File: src/rtl/lab2_sweep_ctrl.sv
// rtl/lab2_sweep_ctrl.sv - clocked 16-vector stimulus/response sweep for the lab 2 circuit with golden compare
// Optional build macro: LAB2_SWEEP_STOP_ON_ERR_EN (end the sweep at the first mismatching vector).
module lab2_sweep_ctrl #(
    parameter int          SETTLE = 2,
    parameter logic [15:0] EXPECT = 16'h12D2
) (
    input  logic       clk,
    input  logic       rst,
    input  logic       start,
    output logic [3:0] vec_o,
    input  logic       s_i,
    output logic       busy,
    output logic       done,
    output logic       pass,
    output logic [4:0] err_cnt,
    output logic       first_err_valid,
    output logic [3:0] first_err_idx
);

    typedef enum logic [1:0] {
        ST_IDLE   = 2'd0,
        ST_WAIT   = 2'd1,
        ST_SAMPLE = 2'd2,
        ST_DONE   = 2'd3
    } state_t;

    localparam logic [3:0] SETTLE_RELOAD = 4'(SETTLE - 1);

    state_t     state, state_nxt;
    logic [3:0] settle_cnt, settle_cnt_nxt;
    logic [3:0] vec_nxt;
    logic       busy_nxt;
    logic       done_nxt;
    logic       pass_nxt;
    logic [4:0] err_cnt_nxt;
    logic       first_err_valid_nxt;
    logic [3:0] first_err_idx_nxt;
    logic       mismatch;
    logic       last_vec;

    assign mismatch = (s_i != EXPECT[vec_o]);

    // The sweep ends on the last vector, or on the first miss when stop-on-error is built in.
`ifdef LAB2_SWEEP_STOP_ON_ERR_EN
    assign last_vec = (vec_o == 4'd15) || mismatch;
`else
    assign last_vec = (vec_o == 4'd15);
`endif

    always_ff @(posedge clk or posedge rst) begin
        if (rst) begin
            state           <= ST_IDLE;
            settle_cnt      <= 4'd0;
            vec_o           <= 4'd0;
            busy            <= 1'b0;
            done            <= 1'b0;
            pass            <= 1'b0;
            err_cnt         <= 5'd0;
            first_err_valid <= 1'b0;
            first_err_idx   <= 4'd0;
        end else begin
            state           <= state_nxt;
            settle_cnt      <= settle_cnt_nxt;
            vec_o           <= vec_nxt;
            busy            <= busy_nxt;
            done            <= done_nxt;
            pass            <= pass_nxt;
            err_cnt         <= err_cnt_nxt;
            first_err_valid <= first_err_valid_nxt;
            first_err_idx   <= first_err_idx_nxt;
        end
    end

    always_comb begin
        state_nxt           = state;
        settle_cnt_nxt      = settle_cnt;
        vec_nxt             = vec_o;
        busy_nxt            = busy;
        done_nxt            = done;
        pass_nxt            = pass;
        err_cnt_nxt         = err_cnt;
        first_err_valid_nxt = first_err_valid;
        first_err_idx_nxt   = first_err_idx;

        case (state)
            ST_IDLE, ST_DONE: begin
                if (start) begin
                    err_cnt_nxt         = 5'd0;
                    first_err_valid_nxt = 1'b0;
                    first_err_idx_nxt   = 4'd0;
                    done_nxt            = 1'b0;
                    pass_nxt            = 1'b0;
                    vec_nxt             = 4'd0;
                    settle_cnt_nxt      = SETTLE_RELOAD;
                    busy_nxt            = 1'b1;
                    state_nxt           = ST_WAIT;
                end
            end

            ST_WAIT: begin
                if (settle_cnt == 4'd0) begin
                    state_nxt = ST_SAMPLE;
                end else begin
                    settle_cnt_nxt = settle_cnt - 4'd1;
                end
            end

            ST_SAMPLE: begin
                if (mismatch) begin
                    err_cnt_nxt = err_cnt + 5'd1;
                    if (!first_err_valid) begin
                        first_err_valid_nxt = 1'b1;
                        first_err_idx_nxt   = vec_o;
                    end
                end
                if (last_vec) begin
                    // Verdict includes the mismatch seen on this same closing edge.
                    busy_nxt  = 1'b0;
                    done_nxt  = 1'b1;
                    pass_nxt  = (err_cnt_nxt == 5'd0);
                    state_nxt = ST_DONE;
                end else begin
                    vec_nxt        = vec_o + 4'd1;
                    settle_cnt_nxt = SETTLE_RELOAD;
                    state_nxt      = ST_WAIT;
                end
            end

            default: state_nxt = ST_IDLE;
        endcase
    end

endmodule

File: config.mk
export PLATFORM = sky130hd
export DESIGN_NAME = lab2_sweep_ctrl
export DESIGN_NICKNAME = d
export VERILOG_FILES = /design/src/rtl/lab2_sweep_ctrl.sv
export SDC_FILE = /design/constraint.sdc
export NUM_CORES = 1
export LEC_CHECK = 0
export CORE_AREA = 3 3 55 57
export CTS_BUF_LIST = sky130_fd_sc_hd__clkbuf_8
export CTS_CLUSTER_DIAMETER = 100
export DETAILED_ROUTE_END_ITERATION = 8
export DIE_AREA = 0 0 58 60
export MAX_ROUTING_LAYER = met4
export PLACE_DENSITY = 0.84
export SLEW_MARGIN = 5
export SYNTH_ARGS = -nofsm -noshare
export SYNTH_HDL_FRONTEND = slang
export SYNTH_SLANG_ARGS = --single-unit
File: constraint.sdc
create_clock -name clk -period 2.4 [get_ports clk]
set_input_delay 0.48 -clock clk [delete_from_list [all_inputs] [get_ports clk]]
set_output_delay 0.48 -clock clk [all_outputs]
set_load 0.01 [all_outputs]
Yosys cells after proc, flatten, opt, wreduce, memory -nomap -nowiden --
Memory sizes are Yosys's and may differ from the RTL's. Cells that the tools add are included.
Word-level totals: memories 1, output and inout bits 17, register bits 23, input bits 4, memory bits (read-only) 16
Memories:
- (name not given) | depth 16, width 1, read ports 1, clocked after Yosys merged registers in 0, write ports 0, RTL line 41 | assign mismatch = (s_i != EXPECT[vec_o]);
Cells by class: $add $sub $neg 3, muxes and demuxes 29, $lt $le $gt $ge 1, equal/unequal tests 12, reductions and logical operators 12
Operators with widths (count):
- 4-bit two-way mux | 7
- 4-bit case mux with 2 select lines | 2
- 5-bit two-way mux | 3
- 2-bit inequality test, second input constant | 7
- 4-bit case mux with 3 select lines | 1
- 3-bit AND reduction | 4
- 5-bit case mux with 2 select lines | 1
- 1-bit case mux with 2 select lines | 4
- 1-bit two-way mux | 7
- 2-bit two-way mux | 3
- 2-bit case mux with 3 select lines | 1
- 5-bit by 1-bit adder with 5-bit output, second input constant | 1
- 5-bit zero test | 1
- 4-bit by 5-bit less-than comparator with 1-bit output, second input constant | 1
- 4-bit by 1-bit adder with 4-bit output, second input constant | 1
- 2-bit == test, second input constant | 2
- 4-bit == test, second input constant | 1
- 4-bit zero test | 1
- 2-bit AND reduction | 2
- 4-bit AND reduction | 1
- 4-bit by 1-bit subtractor with 4-bit output, second input constant | 1
- 2-bit by 1-bit == test with 1-bit output, second input constant | 1
- 2-bit zero test | 1
- 2-bit nonzero test | 1
- other kinds (2) | 2

Logic depth before layout (Yosys ltp) --
Gate-level depths: netlist of the first run.
depth after elaboration 8, mapped depth 8

Least setup slack after synthesis of the first run --
Ideal clock, no wire load.
path kind reg-to-reg, from register vec_o[0], to register err_cnt[4], arrival time 1.916 ns, period minus slack after synthesis 2.037 ns, setup slack 0.363 ns, setup time 0.121 ns, required time 2.279 ns, stages on the path, launching flop included 9, path through dfrtp_1 > inv_1 > ha_1 > nand2b_1 > a31oi_4 > xnor2_2 > nand4_2 > mux2_1 > a22o_1
On the way: longest elaborated chain between the ends 6
RTL lines:
- start: declaration | RTL line 10 | output logic [3:0] vec_o,
- start signal: assignment | RTL line 64 | vec_o <= vec_nxt;
- memory read 16 x 1 bit
- 1-bit two-way mux (not written as such) | RTL line 41
- 1-bit inequality test | RTL line 41
- 5-bit two-way mux | RTL line 109 | if (mismatch) begin
- 5-bit two-way mux | RTL line 85 | case (state)
- 5-bit case mux with 2 select lines | RTL line 85
- end signal: assignment | RTL line 68 | err_cnt <= err_cnt_nxt;
- end: declaration | RTL line 15 | output logic [4:0] err_cnt,
Every way passes these cells. The select of a mux whose other input is x is not followed. A chain may end at the register's enable or synchronous reset.

Worst setup path in the final report of the first run --
from register vec_o[1], to register err_cnt[4]
Same word-level chain as after synthesis.

==> results of run 1 <==
[per-layer routing]
layer / track usage, % / vias up
met5: - / -
met4: 10.6 / 0
met3: 4.32 / 7
met2: 32.1 / 30
met1: 27.2 / 579
li1: - / 564
[area by class of cell]
| type | instances | area [um^2] | share of cell area, % |
|---|---|---|---|
| multi-input combinational | 105 | 759 | 45.1 |
| sequential | 23 | 576 | 34.2 |
| timing repair buffer | 24 | 230 | 13.7 |
| clock buffer | 3 | 41.3 | 2.45 |
| tap | 30 | 37.5 | 2.23 |
| inverter | 9 | 33.8 | 2.01 |
| clock inverter | 1 | 5.00 | 0.297 |
[path summary, 6_finish.rpt]
check                                      start          endpoint  slack (ns)  cells after the start
worst max register to register          vec_o[1]        err_cnt[4]        0.11                      8
worst min-delay path            first_err_idx[3]  first_err_idx[3]        0.54                      1
max in group asynchronous                    rst  first_err_idx[3]        1.62                      3
worst min register to register  first_err_idx[3]  first_err_idx[3]        0.54                      1
worst max-delay path                    vec_o[1]        err_cnt[4]        0.11                      8
min in group asynchronous                    rst        err_cnt[1]        0.56                      3
[layout by cell type, fill, tap and decap left out, types with 4 or more instances in the layout]
| cell type | synthesis | routed |
|---|---|---|
| a21oi_1 | 9 | 9 |
| a22o_1 | 17 | 17 |
| buf_4 | 0 | 4 |
| clkdlybuf4s50_1 | 0 | 20 |
| dfrtp_1 | 23 | 23 |
| ha_1 | 8 | 8 |
| inv_1 | 9 | 9 |
| nand2_1 | 9 | 9 |
| nand3_1 | 5 | 5 |
| nor2_1 | 9 | 9 |
| o21ai_0 | 13 | 13 |
[power by group]
| part | internal (mW) | leakage [nW] | total, mW | switching (mW) |
|---|---|---|---|---|
| clock network | 0.116 | 0.0255 | 0.237 | 0.121 |
| logic | 0.273 | 0.405 | 0.672 | 0.399 |
| registers | 0.446 | 0.307 | 0.518 | 0.0718 |
[synth_stat cells (2+ instances only)]
| library cell | count |
|---|---|
| a21oi_1 | 9 |
| a22o_1 | 17 |
| a31oi_1 | 2 |
| buf_2 | 2 |
| clkbuf_1 | 6 |
| dfrtp_1 | 23 |
| ha_1 | 8 |
| inv_1 | 9 |
| mux2_2 | 2 |
| nand2_1 | 9 |
| nand2b_1 | 3 |
| nand3_1 | 5 |
| nor2_1 | 9 |
| nor2b_1 | 2 |
| nor3_1 | 3 |
| nor4_1 | 2 |
| o21ai_0 | 13 |
| xnor2_1 | 2 |
[critical path, delay by kind of cell, from the launching register on]
family / cells / cell delay [ns]
AO/OA/AOI/OAI: 2 / 0.43
XOR/XNOR: 1 / 0.20
adder cells (fa/ha/maj): 1 / 0.23
buffers and inverters: 1 / 0.11
flip-flops: 1 / 0.48
multiplexers: 1 / 0.36
AND/OR/NAND/NOR: 2 / 0.37
[registers in the layout, indices dropped and copies added, names as in the netlist]
register,count
state,2
pass,1
first_err_valid,1
done,1
err_cnt,5
vec_o,4
first_err_idx,4
busy,1
settle_cnt,4
[cell families (layout without fill, tap and decap cells)]
logic type / after synthesis / in the layout / synth area share [%]
mux: 3 / 3 / 2.39
simple gates: 42 / 42 / 16.0
compound gates: 47 / 47 / 24.1
fa+ha+maj: 8 / 8 / 7.09
flops: 23 / 23 / 40.7
xor+xnor: 5 / 5 / 4.16
buf+inv: 18 / 37 / 5.49
==> flow_metrics.env, run 1 <==
export IMPL_status="finished clean"
export IMPL_critPathMaxStageDelay_ns=0.48
export IMPL_pre_cts_slack_ns=0.177
export IMPL_worstMarginPinSlew_ns=0.652
export IMPL_async_reset_ff_share_pct=100
export IMPL_fin_skew_ns=0.00399
export IMPL_antenna_found_initial=0
export IMPL_die_h_um=60
export IMPL_postRouteAntennaNets=0
export IMPL_setup_viol=0
export IMPL_clkSlewWorstSetupHoldPaths_ns=0.08
export IMPL_leakage_nw=0.738
export IMPL_numCtsBuffers=3
export IMPL_synth_edf_count=0
export IMPL_postLayoutCoreUtil_pct=66.7
export IMPL_syn_inst=146
export IMPL_min_period_ns=2.29
export IMPL_firstDrtPassIters=4
export IMPL_dp_cells=191
export IMPL_cp_slowest_cell="dfrtp_1"
export IMPL_fp_row_count=18
export IMPL_gp_congestion=0.852
export IMPL_grt_pass1_wl_mm=5.46
export IMPL_yosysSeqAreaShare_pct=40.7
export IMPL_cts_tree="yes"
export IMPL_synth_area_leaders="dfrtp_1 41%, a22o_1 11%, ha_1 7.1%, o21ai_0 4.6%, a21oi_1 3.2%"
export IMPL_cts_hold_fix_buffers=0
export IMPL_nets=178
export IMPL_yosysWarnings=0
export IMPL_io_buffers=20
export IMPL_pwr_density_cell_nw_per_um2=848
export IMPL_synth_cell_types=38
export IMPL_highest_layer="met4"
export IMPL_p_total_mw=1.43
export IMPL_endpoint_kind="flip-flop"
export IMPL_required_ns=2.55
export IMPL_fp_dieW_um=58
export IMPL_ys_dominant_reg_cell="dfrtp_1"
export IMPL_grt_pass1_vias=1212
export IMPL_core_area_um2=2520
export IMPL_start_kind="flip-flop"
export IMPL_met2_length_mm=1.54
export IMPL_slew_headroom_pct=56.1
export IMPL_netlist_area_um2=1410
export IMPL_crit_type="reg2reg"
export IMPL_drt_initial_drc_count=52
export IMPL_cts_htree_levels=1
export IMPL_drive_above_1_share_pct=10.3
export IMPL_hp_class="reg2reg"
export IMPL_final_cells=195
export IMPL_maxCapViolations=0
export IMPL_synth_top_cell_by_area="dfrtp_1"
export IMPL_layout_worst_path_cycle_share_pct=95.4
export IMPL_fill_cells=209
export IMPL_clk_latency_ns=0.26
export IMPL_syn_avg_cell_area_um2=9.68
export IMPL_slew_viol_final=0
export IMPL_dp_hpwl_mm=2.36
export IMPL_fmax_mhz=437
export IMPL_grt_max_degree=24
export IMPL_critical_path_arrival_ns=2.44
export IMPL_flow_area_growth_from_synthesis_pct=19.1
export IMPL_clock_root_buffer="clkbuf_8"
export IMPL_synth_nets=158
export IMPL_synth_top_area_share_pct=40.7
export IMPL_worst_slack_ns=0.112
export IMPL_hold_slack_ns=0.545
export IMPL_wl_met3_um=118
export IMPL_final_setup_tns_ns=0
export IMPL_cts_resized=0
export IMPL_die_area_um2=3480
export IMPL_critPathMaxFanout=7
export IMPL_postLayoutCellArea_um2=1680
export IMPL_pin_count=21
export IMPL_met1Wirelength_mm=1.40
export IMPL_cts_sinks=23
export IMPL_cts_setup_buffers=0
export IMPL_drc=0
export IMPL_n_antenna_cell=0
export IMPL_ys_seq_elements=23
export IMPL_vias=1180
export IMPL_clockBufferDepth=2
export IMPL_grt_ovfl_total=0
export IMPL_peakVddDrop_uv=503
export IMPL_rsz0062_at_grt="false"
export IMPL_wl_mm=3.11
export IMPL_via_per_inst=6.05
export IMPL_worstPathCellList="inv_1 -> ha_1 -> nor2b_1 -> a31oi_4 -> xnor2_2 -> nand4_2 -> mux2_1 -> a22o_1"
export IMPL_wire_per_inst_um=16.0
export IMPL_hold_violations=0
export IMPL_grtUsageTotal_pct=21.3
export IMPL_place_area_um2=1640
export IMPL_start_util_pct=56.0
Note: power is estimated with default switching activity, not from simulation.
==> run 2, diff against run 1 <==
- MAX_ROUTING_LAYER: met4 -> default
==> flow_metrics.env, run 2 (synthesized netlist as in run 1, its figures left out) <==
export IMPL_die_area_um2=3480
export IMPL_cts_hold_fix_buffers=0
export IMPL_drt_initial_drc_count=51
export IMPL_postRouteAntennaNets=0
export IMPL_start_util_pct=56.0
export IMPL_fmax_mhz=437
export IMPL_drive_above_1_share_pct=10.3
export IMPL_gp_congestion=0.839
export IMPL_worstHoldEndpoint="first_err_idx[3]"
export IMPL_numCtsBuffers=3
export IMPL_critPathMaxStageDelay_ns=0.48
export IMPL_layout_commonest_cell="dfrtp_1"
export IMPL_pin_count=21
export IMPL_worstPathCellList="inv_1 -> ha_1 -> nor2b_1 -> a31oi_4 -> xnor2_2 -> nand4_2 -> mux2_1 -> a22o_1"
export IMPL_dp_hpwl_mm=2.36
export IMPL_wire_per_inst_um=16.0
export IMPL_wl_mm=3.13
export IMPL_clock_root_buffer="clkbuf_8"
export IMPL_r2r_cells=8
export IMPL_grt_ovfl_total=0
export IMPL_slew_headroom_pct=56.0
export IMPL_timing_rr_start="vec_o[1]"
export IMPL_r2r_slack_ns=0.11
export IMPL_grtUsageTotal_pct=20.6
export IMPL_crit_type="reg2reg"
export IMPL_cts_tree="yes"
export IMPL_status="finished clean"
export IMPL_layout_worst_path_cycle_share_pct=95.4
export IMPL_firstDrtPassIters=4
export IMPL_p_total_mw=1.43
export IMPL_r2r_end="err_cnt[4]"
export IMPL_worstMarginPinSlew_ns=0.653
export IMPL_clk_latency_ns=0.26
export IMPL_highest_layer="met4"
export IMPL_wl_met3_um=123
export IMPL_cts_htree_levels=1
export IMPL_nets=178
export IMPL_n_antenna_cell=0
export IMPL_rsz0062_at_grt="false"
export IMPL_cts_setup_buffers=0
export IMPL_largest_reg_flops=5
export IMPL_clkSlewWorstSetupHoldPaths_ns=0.08
export IMPL_io_buffers=20
export IMPL_required_ns=2.55
export IMPL_fp_dieW_um=58
export IMPL_die_h_um=60
export IMPL_met2_length_mm=1.53
export IMPL_slew_viol_final=0
export IMPL_final_setup_tns_ns=0
export IMPL_fp_row_count=18
export IMPL_hp_class="reg2reg"
export IMPL_grt_pass1_wl_mm=5.46
export IMPL_endpoint_kind="flip-flop"
export IMPL_fin_skew_ns=0.00454
export IMPL_start_kind="flip-flop"
export IMPL_hold_path_depth=1
export IMPL_min_period_ns=2.29
export IMPL_vias=1184
export IMPL_top_register="err_cnt"
export IMPL_leakage_nw=0.738
export IMPL_critPathMaxFanout=7
export IMPL_hold_slack_ns=0.545
export IMPL_met1Wirelength_mm=1.42
export IMPL_cts_resized=0
export IMPL_worst_slack_ns=0.110
export IMPL_peakVddDrop_uv=503
export IMPL_pwr_density_cell_nw_per_um2=847
export IMPL_critical_path_arrival_ns=2.44
export IMPL_core_area_um2=2520
export IMPL_fill_cells=209
export IMPL_clockBufferDepth=2
export IMPL_flow_area_growth_from_synthesis_pct=19.1
export IMPL_antenna_found_initial=0
export IMPL_hold_violations=0
export IMPL_maxCapViolations=0
export IMPL_setup_viol=0
export IMPL_pre_cts_slack_ns=0.177
export IMPL_grt_pass1_vias=1216
export IMPL_postLayoutCoreUtil_pct=66.7
export IMPL_grt_max_degree=24
export IMPL_mostFrequentLayoutCells="23 x dfrtp_1, 20 x clkdlybuf4s50_1, 17 x a22o_1"
export IMPL_drc=0
export IMPL_hp_start="first_err_idx[3]"
export IMPL_cp_slowest_cell="dfrtp_1"
export IMPL_via_per_inst=6.07
export IMPL_cts_sinks=23
[run 2: cell counts in the layout (fill, tap and decap cells not counted)]
No cell type changed its count.
[run 2: where the power goes]
| part | switching, mW | internal (mW) | leakage, nW |
|---|---|---|---|
| registers | 0.0718 | 0.446 | 0.307 |
| clock network | 0.120 | 0.116 | 0.0255 |
| logic | 0.399 | 0.273 | 0.405 |
| total | 0.591 | 0.835 | 0.738 |
[run 2: how the worst max path moves through the flow]
stage | start | end | slack (ns) | cells past startpoint
finish | vec_o[1] | err_cnt[4] | 0.11 | 8
floorplan | vec_o[0] | err_cnt[4] | 0.36 | 8
global route | vec_o[0] | pass | 0.02 | 8
global placement | vec_o[1] | err_cnt[4] | 0.26 | 8
CTS | vec_o[1] | err_cnt[4] | 0.12 | 8
detailed placement | vec_o[1] | err_cnt[4] | 0.18 | 8
[run 2: critical path: cells and delay by family (launching register included)]
family	cells	cell delay (ns)
adder cells (fa/ha/maj)	1	0.23
AO/OA/AOI/OAI	2	0.43
multiplexers	1	0.36
XOR/XNOR	1	0.20
flip-flops	1	0.48
buffers and inverters	1	0.11
AND/OR/NAND/NOR	2	0.37
[run 2: layer usage]
| layer | up-vias | track usage [%] |
|---|---|---|
| li1 | 564 | - |
| met1 | 579 | 27.2 |
| met2 | 34 | 32.1 |
| met3 | 7 | 4.32 |
| met4 | 0 | 10.6 |
| met5 | - | 0 |
[run 2: area by class of cell]
cell class / instances / area [um^2] / area share, %
inverter: 9 / 33.8 / 2.01
clock inverter: 1 / 5.00 / 0.297
tap: 30 / 37.5 / 2.23
clock buffer: 3 / 41.3 / 2.45
timing repair buffer: 24 / 230 / 13.7
sequential: 23 / 576 / 34.2
multi-input combinational: 105 / 759 / 45.1
[run 2: metrics by stage]
stage | instance area, um^2 | cells
finish | 1680 | 195
global route | 1680 | 195
CTS | 1680 | 195
detailed placement | 1640 | 191
global placement | 1640 | 191
floorplan | 1410 | 146
==> run 3, diff against run 2 <==
==> constraint.sdc (replaced) <==
create_clock -name clk -period 2.4 [get_ports clk]
set_input_delay 0.48 -clock clk [delete_from_list [all_inputs] [get_ports clk]]
set_output_delay 0.48 -clock clk [all_outputs]
set_load 0.05 [all_outputs]
==> results of run 3 <==
The final DEF is identical to that of run 2. Status: finished clean.
Among the figures that moved: total power 1.43 mW -> 1.49 mW; worst IR drop on VDD 503 uV -> 511 uV
